$ cat src/rtl/mem_access_unit.sv
// Memory-stage data-bus master: issues one load/store per instruction on a
// request/grant/response bus, formats load data and stalls until completion.
//
// state  | meaning
// IDLE   | waiting for a qualifying aligned access
// REQ    | dbus_req held until grant (or timeout)
// WAIT_R | load granted, waiting for rvalid (or timeout)
// DONE   | one-cycle completion, pipeline released
module mem_access_unit #(
  parameter int unsigned TIMEOUT_CYCLES = 255
) (
  input  logic        clk,
  input  logic        rst_n,
  input  logic        mem_read,
  input  logic        mem_write,
  input  logic [2:0]  mem_load_type,
  input  logic [1:0]  mem_store_type,
  input  logic [31:0] addr,
  input  logic [31:0] store_data,
  output logic        dbus_req,
  output logic        dbus_we,
  output logic [31:0] dbus_addr,
  output logic [3:0]  dbus_be,
  output logic [31:0] dbus_wdata,
  input  logic        dbus_gnt,
  input  logic        dbus_rvalid,
  input  logic [31:0] dbus_rdata,
  output logic        stall,
  output logic [31:0] load_data,
  output logic        done,
  output logic        misaligned,
  output logic        bus_err
);

  localparam logic [2:0] LOAD_DEF  = 3'd0;
  localparam logic [2:0] LOAD_LB   = 3'd1;
  localparam logic [2:0] LOAD_LH   = 3'd2;
  localparam logic [2:0] LOAD_LW   = 3'd3;
  localparam logic [2:0] LOAD_LBU  = 3'd4;
  localparam logic [2:0] LOAD_LHU  = 3'd5;
  localparam logic [1:0] STORE_DEF = 2'd0;
  localparam logic [1:0] STORE_SB  = 2'd1;
  localparam logic [1:0] STORE_SH  = 2'd2;
  localparam logic [7:0] TO_LOAD   = 8'(TIMEOUT_CYCLES - 1);

  typedef enum logic [1:0] {S_IDLE, S_REQ, S_WAIT_R, S_DONE} state_t;

  state_t      state, next_state;
  logic        is_store, qualify, is_byte, is_half, aligned;
  logic [3:0]  be_c;
  logic [31:0] wdata_c;
  logic [2:0]  ld_type_c, ld_type_q;
  logic [1:0]  lane_q;
  logic [7:0]  to_cnt;
  logic        timeout_hit, rsp_latch;

  function automatic logic [31:0] fmt_load(input logic [2:0] t, input logic [1:0] lane,
                                           input logic [31:0] w);
    logic [7:0]  b;
    logic [15:0] h;
    case (lane)
      2'd0:    b = w[7:0];
      2'd1:    b = w[15:8];
      2'd2:    b = w[23:16];
      default: b = w[31:24];
    endcase
    h = lane[1] ? w[31:16] : w[15:0];
    case (t)
      LOAD_LB:  return {{24{b[7]}}, b};
      LOAD_LBU: return {24'h0, b};
      LOAD_LH:  return {{16{h[15]}}, h};
      LOAD_LHU: return {16'h0, h};
      default:  return w;
    endcase
  endfunction

  // Request decode; a load wins if both strobes are presented together.
  always_comb begin
    is_store  = mem_write && (mem_store_type != STORE_DEF);
    qualify   = mem_read || is_store;
    ld_type_c = (mem_load_type == LOAD_DEF) ? LOAD_LW : mem_load_type;
    if (mem_read) begin
      is_byte = (ld_type_c == LOAD_LB) || (ld_type_c == LOAD_LBU);
      is_half = (ld_type_c == LOAD_LH) || (ld_type_c == LOAD_LHU);
    end else begin
      is_byte = (mem_store_type == STORE_SB);
      is_half = (mem_store_type == STORE_SH);
    end
    aligned = is_half ? !addr[0] : (is_byte ? 1'b1 : (addr[1:0] == 2'b00));
    be_c    = 4'b1111;
    wdata_c = store_data;
    if (!mem_read) begin
      if (is_byte) begin
        be_c    = 4'b0001 << addr[1:0];
        wdata_c = {4{store_data[7:0]}};
      end else if (is_half) begin
        be_c    = addr[1] ? 4'b1100 : 4'b0011;
        wdata_c = {2{store_data[15:0]}};
      end
    end
  end

  always_comb begin
    next_state  = state;
    timeout_hit = 1'b0;
    rsp_latch   = 1'b0;
    case (state)
      S_IDLE:
        if (qualify && aligned) next_state = S_REQ;
      S_REQ:
        if (dbus_gnt && dbus_we) begin
          next_state = S_DONE;
        end else if (to_cnt == 8'd0) begin
          next_state  = S_DONE;
          timeout_hit = 1'b1;
        end else if (dbus_gnt) begin
          next_state = S_WAIT_R;
        end
      S_WAIT_R:
        if (dbus_rvalid) begin
          next_state = S_DONE;
          rsp_latch  = 1'b1;
        end else if (to_cnt == 8'd0) begin
          next_state  = S_DONE;
          timeout_hit = 1'b1;
        end
      default:
        next_state = S_IDLE;
    endcase
    stall      = ((state == S_IDLE) && qualify && aligned) ||
                 (state == S_REQ) || (state == S_WAIT_R);
    misaligned = (state == S_IDLE) && qualify && !aligned;
  end

  always_ff @(posedge clk or negedge rst_n) begin
    if (!rst_n) begin
      state      <= S_IDLE;
      dbus_req   <= 1'b0;
      dbus_we    <= 1'b0;
      dbus_addr  <= '0;
      dbus_be    <= '0;
      dbus_wdata <= '0;
      ld_type_q  <= LOAD_LW;
      lane_q     <= '0;
      to_cnt     <= '0;
      load_data  <= '0;
      done       <= 1'b0;
      bus_err    <= 1'b0;
    end else begin
      state    <= next_state;
      dbus_req <= (next_state == S_REQ);
      done     <= (next_state == S_DONE);
      bus_err  <= timeout_hit;
      if ((state == S_IDLE) && (next_state == S_REQ)) begin
        dbus_we    <= !mem_read;
        dbus_addr  <= {addr[31:2], 2'b00};
        dbus_be    <= be_c;
        dbus_wdata <= wdata_c;
        ld_type_q  <= ld_type_c;
        lane_q     <= addr[1:0];
        to_cnt     <= TO_LOAD;
      end else if (((state == S_REQ) || (state == S_WAIT_R)) && (to_cnt != 8'd0)) begin
        to_cnt <= to_cnt - 8'd1;
      end
      if (rsp_latch)
        load_data <= fmt_load(ld_type_q, lane_q, dbus_rdata);
      else if (timeout_hit)
        load_data <= '0;
    end
  end

endmodule

$ cat config.mk
export PLATFORM = sky130hd
export DESIGN_NAME = mem_access_unit
export DESIGN_NICKNAME = d
export VERILOG_FILES = /design/src/rtl/mem_access_unit.sv
export SDC_FILE = /design/constraint.sdc
export NUM_CORES = 1
export LEC_CHECK = 0
export BUFFER_PORTS_ARGS = -buffer_cell sky130_fd_sc_hd__buf_2
export CAP_MARGIN = 15
export CORE_ASPECT_RATIO = 0.9
export CORE_MARGIN = 5
export CORE_UTILIZATION = 51
export DETAILED_ROUTE_END_ITERATION = 10
export PLACE_DENSITY = 0.81
export RECOVER_POWER = 50
export SYNTH_ARGS = -nofsm -noshare
export SYNTH_HDL_FRONTEND = slang
export SYNTH_SLANG_ARGS = --single-unit
$ cat constraint.sdc
create_clock -name clk -period 3.3 [get_ports clk]
set_input_delay 0.165 -clock clk [delete_from_list [all_inputs] [get_ports clk]]
set_output_delay 0.165 -clock clk [all_outputs]
set_load 0.01 [all_outputs]
# Word level (Yosys, flattened, before mapping)
# Cells that the tools add are included.
# Widths: inputs -> output; s select.
[totals] out_inout_bits=106 in_bits=107 ff_bits=117 word_cells=88
[op_classes] n_addsub=1 eq_ne=16 reduce_logical=26 n_mux=32 shift=1
[ops] cell="$mux 32" n=5
[ops] cell="$pmux 32 s4" n=1
[ops] cell="$pmux 8 s3" n=1
[ops] cell="$mux 16" n=1
[ops] cell="$mux 4" n=4
[ops] cell="$mux 8" n=2
[ops] cell="$eq 3x3->1 const B" n=4
[ops] cell="$mux 2" n=6
[ops] cell="$mux 1" n=9
[ops] cell="$eq 2x1->1 const B" n=4
[ops] cell="$eq 2x2->1 const B" n=4
[ops] cell="$logic_and 1x1->1" n=8
[ops] cell="$logic_not 8->1" n=1
[ops] cell="$reduce_bool 8->1" n=1
[ops] cell="$sub 8x1->8 const B" n=1
[ops] cell="$eq 3x1->1 const B" n=2
[ops] cell="$eq 3x2->1 const B" n=2
[ops] cell="$logic_not 2->1" n=3
[ops] cell="$logic_or 1x1->1" n=6
[ops] cell="$pmux 2 s3" n=1
[ops] cell="$reduce_bool 2->1" n=3
[ops] cell="$shl 1x2->4 const A" n=1
[ops] cell="$logic_not 1->1" n=3
[ops] cell="$logic_not 3->1" n=1
[ops] cell="other kinds (2)" n=2

# Longest topological paths before layout
# Gate-level depths: netlist (run 1).
[logic_depth] depth_word=13 depth_mapped=9 ltp_nobuf=8

# Worst setup path after synthesis (run 1)
# No wires, ideal clock.
[synth_path] path_kind="register to register" start="reg to_cnt[0]" end="reg dbus_addr[10]" required_time_ns=3.175 path_stages_with_launch=10 path_buffers=1 slack_ns=0.618 t_arrival_ns=2.557 setup_time_ns=0.125 synth_period_minus_slack_ns=2.682 path_cell_list="dfrtp_1 inv_1 ha_1 nor3b_1 nand2_1 o2111ai_1 a211oi_1 a2111oi_4 buf_6 mux2_4"
[synth_between] elab_chain_cells=6 elab_cells_between_ends=8 cone_classes="eq/ne (1); mux (5); reduce/logical (2)"
[synth_lines] item="start: declaration" line="54" source="logic [7:0] to_cnt;"
[synth_lines] item="start signal: assignment" line="163" source="to_cnt <= to_cnt - 8'd1;"
[synth_lines] item="$logic_not 8->1 *" line="113, 123"
[synth_lines] item="$mux 2, on equally long branches" line="123, 113"
[synth_lines] item="$mux 2, on equally long branches" line="120, 111"
[synth_lines] item="$pmux 2 s3 *" line="107" source="case (state)"
[synth_lines] item="$eq 2x1->1 *" line="154" source="if ((state == S_IDLE) && (next_state == S_REQ)) begin"
[synth_lines] item="$logic_and 1x1->1 *" line="154"
[synth_lines] item="end signal: assignment" line="156" source="dbus_addr <= {addr[31:2], 2'b00};"
[synth_lines] item="end: declaration" line="22" source="output logic [31:0] dbus_addr,"
# Mark *: on every way between the ends. The rest lies on a longest branch, timed or not.
# A chain may end at the register's enable or synchronous reset.

# Final worst setup path (run 1)
[layout_path] start="reg to_cnt[0]" end="reg dbus_addr[28]"
# Same word-level chain as after synthesis.

==> flow_metrics.py, run 1 <==
metrics = {
    "run_status": {
        "status": "completed",
    },
    "routing": {
        "drt_wl_total_mm": 17.8,
        "drc": 0,
        "dr.pass1.iters": 5,
        "vias": 5416,
        "ant_nets": 0,
        "via_per_inst": 5.62,
        "drt-initial-drc-count": 393,
        "avgRoutedWirePerCell_um": 18.5,
    },
    "clock_tree": {
        "cts_tree": "built",
        "cts_resized": 0,
        "cts_buffers": 17,
        "cts-root-buf": "clkbuf_16",
        "htree_num_levels": 4,
        "clk_pin_slew_worst_paths_ps": 60,
        "clock-sinks": 117,
        "clk_latency_ps": 410,
        "clock_path_buffers": 2,
    },
    "logic_synthesis": {
        "yosysSeqAreaShare_pct": 46.4,
        "synth_compound_area_share_pct": 13.2,
        "async_flop_share_pct": 100,
        "synthSimpleGateAreaFrac_pct": 9.82,
        "syn_inst": 553,
        "synth_top_family_by_area": "multiplexers",
        "synth_most_common_cell": "dfrtp_1",
        "synth_seq_cells": 117,
        "synth_commonest_cells": "dfrtp_1, mux2_4, nand2_1",
        "synth_ff_type": "dfrtp_1",
        "syn_avg_cell_area_um2": 11.4,
        "synth_area_um2": 6310,
        "synthDominantCellAreaShare_pct": 45.6,
        "ys_top_cells_by_area": "dfrtp_1, mux2_4, o21ai_0",
        "yosys.area_share.adder_pct": 1.19,
        "synthXorXnorAreaFrac_pct": 0.833,
        "yosys_warnings": 0,
        "synth-edff-count": 0,
        "synth_cell_types": 49,
        "synth_top_area_cell": "dfrtp_1",
        "synthMuxAreaShare_pct": 24.3,
    },
    "final_layout": {
        "syn_to_final_growth_pct": 31.7,
        "nets": 902,
        "instances_no_fill": 964,
        "drive_gt1_share_pct": 30.9,
        "final_area_um2": 8310,
    },
    "global_route": {
        "antenna_found_initial": 1,
        "grt-ovfl-total": 0,
        "grt_pass1_vias": 5613,
        "grt_max_degree": 62,
        "track_usage_pct": 24.3,
        "grt_pass1_wl_mm": 28.3,
    },
    "critical_path": {
        "worst_setup_path_start_kind": "flip-flop",
        "reg2regPathDepth": 9,
        "reg2reg_to": "dbus_addr[28]$_DFFE_PN0P_",
        "r2r_slack_ps": 340,
        "crit_type": "reg -> reg",
        "crit_start": "to_cnt[0]$_DFFE_PN0P_",
        "r2r-start": "to_cnt[0]$_DFFE_PN0P_",
        "arrival_ps": 3250,
        "required_ps": 3600,
        "crit_path_max_fanout": 25,
        "endpoint_kind": "flip-flop",
    },
    "hold_path": {
        "holdPathStages": 2,
        "holdPathEnd": "dbus_wdata[2]$_DFFE_PN0P_",
        "hold_path.class": "in -> reg",
        "hp-start": "store_data[2]",
    },
    "floorplanning": {
        "core_um2": 12100,
        "fp.dieH_um": 116,
        "initial_utilization_pct": 52.2,
        "rows": 38,
        "die_x_um": 127,
        "die-area_um2": 14700,
        "ios": 213,
    },
    "placed_design": {
        "place_area_um2": 7470,
        "dp_cells": 899,
        "hpwl_mm": 12.3,
        "gp_routability_congestion": 0.853,
        "io_buffer_count": 210,
    },
    "timing": {
        "max_freq_mhz": 338,
        "max-slew-margin-rel_pct": 8.94,
        "worstMarginPinSlew_ps": 1370,
        "finClkSkew_ps": 7.88,
        "maxSlewViolCount": 0,
        "finalHoldViolations": 0,
        "worst_hold_slack_ps": 40.2,
        "final-setup-viol-count": 0,
        "fin_crit_ps": 2960,
        "tns_ps": 0,
        "rsz0062_at_grt": "false",
        "min_period_over_period_pct": 89.6,
    },
    "power_and_ir_drop": {
        "irDropWorstVdd_v": 0.000548,
        "leakage_nw": 3.80,
        "powerDensity_nw_per_um2": 1030,
        "finalPower_mw": 8.56,
    },
    "run": {
        "maxCapViolCount": 0,
    },
}
[through the flow]
stage | utilization (%) | setup WS (ps)
after global placement | 61.9 | 485
after global routing | 68.8 | 94.8
after detailed placement | 61.9 | 390
final | 68.8 | 344
after CTS | 70.0 | 363
after floorplan | - | 618
[cells by family (layout without fill, tap and decap cells)]
family,Yosys count,count (layout)
and+or+nand+nor,139,139
AOI/OAI and AO/OA,128,128
DFF,117,117
muxes,107,107
buffers and inverters,49,297
adders and majority gates,6,6
xor gates and xnor gates,6,6
other,1,4
[per-layer routing]
metal / wire, um / vias up / global-route usage, % / part of all wire (%)
li1: - / 2451 / - / -
met1: 7070 / 2630 / 29.9 / 40
met2: 8800 / 288 / 40.8 / 49
met3: 1490 / 45 / 6.68 / 8.3
met4: 435 / 2 / 9.79 / 2.4
met5: 10 / - / 0 / 0.056
[how the worst max path moves through the flow]
stage / endpoint / slack [ps]
after detailed placement: dbus_addr[28]$_DFFE_PN0P_ / 390
after global placement: dbus_addr[28]$_DFFE_PN0P_ / 490
after floorplan: dbus_addr[10]$_DFFE_PN0P_ / 620
after global routing: load_data[0]$_DFFE_PN0P_ / 90
final: dbus_addr[28]$_DFFE_PN0P_ / 340
after CTS: dbus_addr[28]$_DFFE_PN0P_ / 360
[final cells by class]
type	instances	area, um^2
fillers	948	3760
multi-input cells	388	3130
flip-flops and latches	117	2930
repair buffers	254	1340
clock buffers	21	470
well taps	160	200
clock inverters	11	198
inverters	11	41.3
diodes	2	5.00
[where the power goes]
group	total [mW]	leakage (nW)	internal (mW)	switching, mW
combinational	3.72	2.09	1.85	1.87
clock	2.07	0.323	1.40	0.663
sequential	2.78	1.39	2.16	0.613
total	8.56	3.80	5.41	3.15
[layout by cell type (no fill, tap or decap), types with 3 or more instances in the layout]
cell type      netlist  final
mux2i_1             19     19
o21ai_0             58     58
buf_4                2     11
clkinv_4             0      4
nand2_1             70     70
a31oi_1              3      3
mux2_2               9      9
a211o_1              4      4
a22oi_1              8      8
mux4_2               8      8
a211oi_1            10     10
a21o_1               8      8
bufinv_16            0      5
nor2_1              40     39
clkbuf_1            24    103
buf_2                0    108
mux2_4              70     70
dfrtp_1            115    115
inv_1               11     11
nor3b_1              3      3
nand3_1              4      4
clkbuf_8             0      3
ha_1                 6      6
dlygate4sd3_1        0     31
nor2b_1              4      4
a21oi_1             11     11
xnor2_1              3      3
nor3_1               6      6
xor2_1               3      3
nand2b_1             3      3
clkbuf_16            0     17
o221ai_1            14     14
[critical path, stage by stage, from the launching register on]
cell	delay (ps)
dfrtp_1	350
inv_1	110
ha_1	220
nor3b_1	280
nand2_1	220
o2111ai_1	230
a211oi_1	170
a2111oi_4	430
buf_4	470
mux2_1	360
[repair_timing]
action / CTS / global route
hold buffers: 31 / 0
endpoints found under the hold margin: 86 / 0
setup buffers: 0 / 0
[sequential cells by signal, indices dropped and copies added (netlist names)]
register    cells
dbus_addr      30
lane_q          2
bus_err         1
dbus_we         1
state           2
dbus_be         4
to_cnt          8
dbus_req        1
dbus_wdata     32
ld_type_q       3
load_data      32
done            1
(Power assumes the default switching activity.)
==> run 2: changes to the inputs <==
- CORE_UTILIZATION: 51 -> 55
- GPL_TIMING_DRIVEN: unset -> 0
- PLACE_DENSITY: 0.81 -> 0.86
- RECOVER_POWER: 50 -> unset
- clock period: 3.3 -> 3.75 ns (I/O delays scaled with it)
==> flow_metrics.py, run 2 (synthesized netlist as in run 1, its figures left out) <==
metrics = {
    "critical_path": {
        "crit_path_max_fanout": 10,
        "endpoint_kind": "flip-flop",
        "reg2regPathDepth": 9,
        "required_ps": 4060,
        "arrival_ps": 3480,
        "worst_setup_path_start_kind": "flip-flop",
        "crit_type": "reg -> reg",
    },
    "routing": {
        "drt_wl_total_mm": 18.7,
        "dr.pass1.iters": 6,
        "ant_nets": 0,
        "avgRoutedWirePerCell_um": 19.1,
        "via_per_inst": 5.72,
        "drt-initial-drc-count": 570,
        "vias": 5592,
        "drc": 0,
    },
    "clock_tree": {
        "cts-root-buf": "clkbuf_16",
        "clk_latency_ps": 430,
        "htree_num_levels": 4,
        "clock_path_buffers": 2,
        "post_cts_buffers": 0,
        "cts_tree": "built",
        "cts_buffers": 17,
        "clk_pin_slew_worst_paths_ps": 50,
        "ctsHoldBuffers": 20,
        "clock-sinks": 117,
        "cts_resized": 0,
    },
    "timing": {
        "worst_hold_slack_ps": 11.5,
        "min_period_over_period_pct": 84.6,
        "setup_ws_ps": 578,
        "final-setup-viol-count": 0,
        "rsz0062_at_grt": "false",
        "finalHoldViolations": 0,
        "fin_crit_ps": 3170,
        "finClkSkew_ps": 13.0,
        "tns_ps": 0,
        "maxSlewViolCount": 0,
        "max_freq_mhz": 315,
        "max-slew-margin-rel_pct": 44.8,
        "worstMarginPinSlew_ps": 828,
    },
    "final_layout": {
        "syn_to_final_growth_pct": 35.2,
        "layout_common_cells": "buf_2, dfrtp_1, nand2_1, mux2_4, o21ai_0",
        "instances_no_fill": 978,
        "final_common_cell": "buf_2",
        "nets": 921,
        "reg_top3": "dbus_wdata x32, load_data x32, dbus_addr x30",
        "drive_gt1_share_pct": 42.3,
        "fillers": 742,
    },
    "power_and_ir_drop": {
        "finalPower_mw": 7.88,
        "powerDensity_nw_per_um2": 923,
        "irDropWorstVdd_v": 0.000575,
        "leakage_nw": 4.14,
    },
    "placed_design": {
        "hpwl_mm": 13.1,
        "io_buffer_count": 209,
        "dp_cells": 920,
        "gp_routability_congestion": 0.939,
        "place_ws_ps": 607,
    },
    "floorplanning": {
        "die_x_um": 123,
        "ios": 213,
        "core_um2": 11300,
        "die-area_um2": 13700,
        "initial_utilization_pct": 55.6,
        "fp.dieH_um": 112,
        "rows": 37,
    },
    "global_route": {
        "track_usage_pct": 27.8,
        "grt_max_degree": 63,
        "grt_pass1_wl_mm": 29.6,
        "grt-ovfl-total": 0,
        "antenna_found_initial": 2,
        "grt_pass1_vias": 5941,
    },
    "run_status": {
        "status": "completed",
    },
    "hold_path": {
        "holdPathStages": 2,
        "hold_path.class": "in -> reg",
    },
    "run": {
        "maxCapViolCount": 0,
    },
}
run 2: cell count changes in the layout (fill, tap and decap cells not counted), sizes merged:
| cell | change |
|---|---|
| buf | +104 |
| bufinv | +2 |
| clkinvlp | +2 |
| clkbuf | -81 |
| dlygate4sd3 | -6 |
| diode | -1 |
| inv | +1 |
| clkinv | -3 |
run 2: worst max-delay path, stage by stage (launching register included):
cell and delay, ps:
dfrtp_1 380, inv_1 120, ha_1 230, nor3b_1 280, nand2_1 220, o2111ai_1 230
a211oi_1 190, a2111oi_4 810, buf_6 290, mux2_4 320
run 2: final cells by class:
cell class                      count  area, um^2  share of cell area, %
Antenna cell                        1        2.50                 0.0293
Buffer                             38         218                   2.55
Clock buffer                       19         443                   5.19
Clock inverter                     13         251                   2.95
Inverter                           11        41.3                  0.484
Multi-Input combinational cell    388        3120                   36.6
Sequential cell                   117        2930                   34.3
Tap cell                          156         195                   2.29
Timing Repair Buffer              235        1330                   15.5
run 2: where the power goes:
part           total [mW]  switching, mW  leakage (nW)  internal (mW)
logic                3.65           1.83          2.41           1.81
registers            2.30          0.399          1.39           1.90
clock network        1.93          0.601         0.330           1.33
run 2: final timing paths:
check,startpoint,endpoint,slack (ps)
max in group asynchronous,rst_n,dbus_wdata[18]$_DFFE_PN0P_,2630
setup / recovery,to_cnt[0]$_DFFE_PN0P_,dbus_wdata[8]$_DFFE_PN0P_,580
setup reg to reg,to_cnt[0]$_DFFE_PN0P_,dbus_wdata[8]$_DFFE_PN0P_,580
min in group asynchronous,rst_n,dbus_addr[10]$_DFFE_PN0P_,360
hold / removal,addr[6],dbus_addr[6]$_DFFE_PN0P_,10
hold reg to reg,load_data[3]$_DFFE_PN0P_,load_data[3]$_DFFE_PN0P_,470
run 2: stage by stage:
step | util [%] | instance area [um^2]
finish | 75.2 | 8530
global placement | 66.6 | 7550
detailed placement | 66.9 | 7580
floorplan | - | 6310
global route | 75.2 | 8530
CTS | 74.8 | 8480
run 2: metal layers:
layer  up-vias  GRT usage (%)  routed length, um
met5         -              0                  7
met4         2           13.4                702
met3        62           7.87               1730
met2       331           47.0               9190
met1      2703           32.2               7100
li1       2494              -                  -
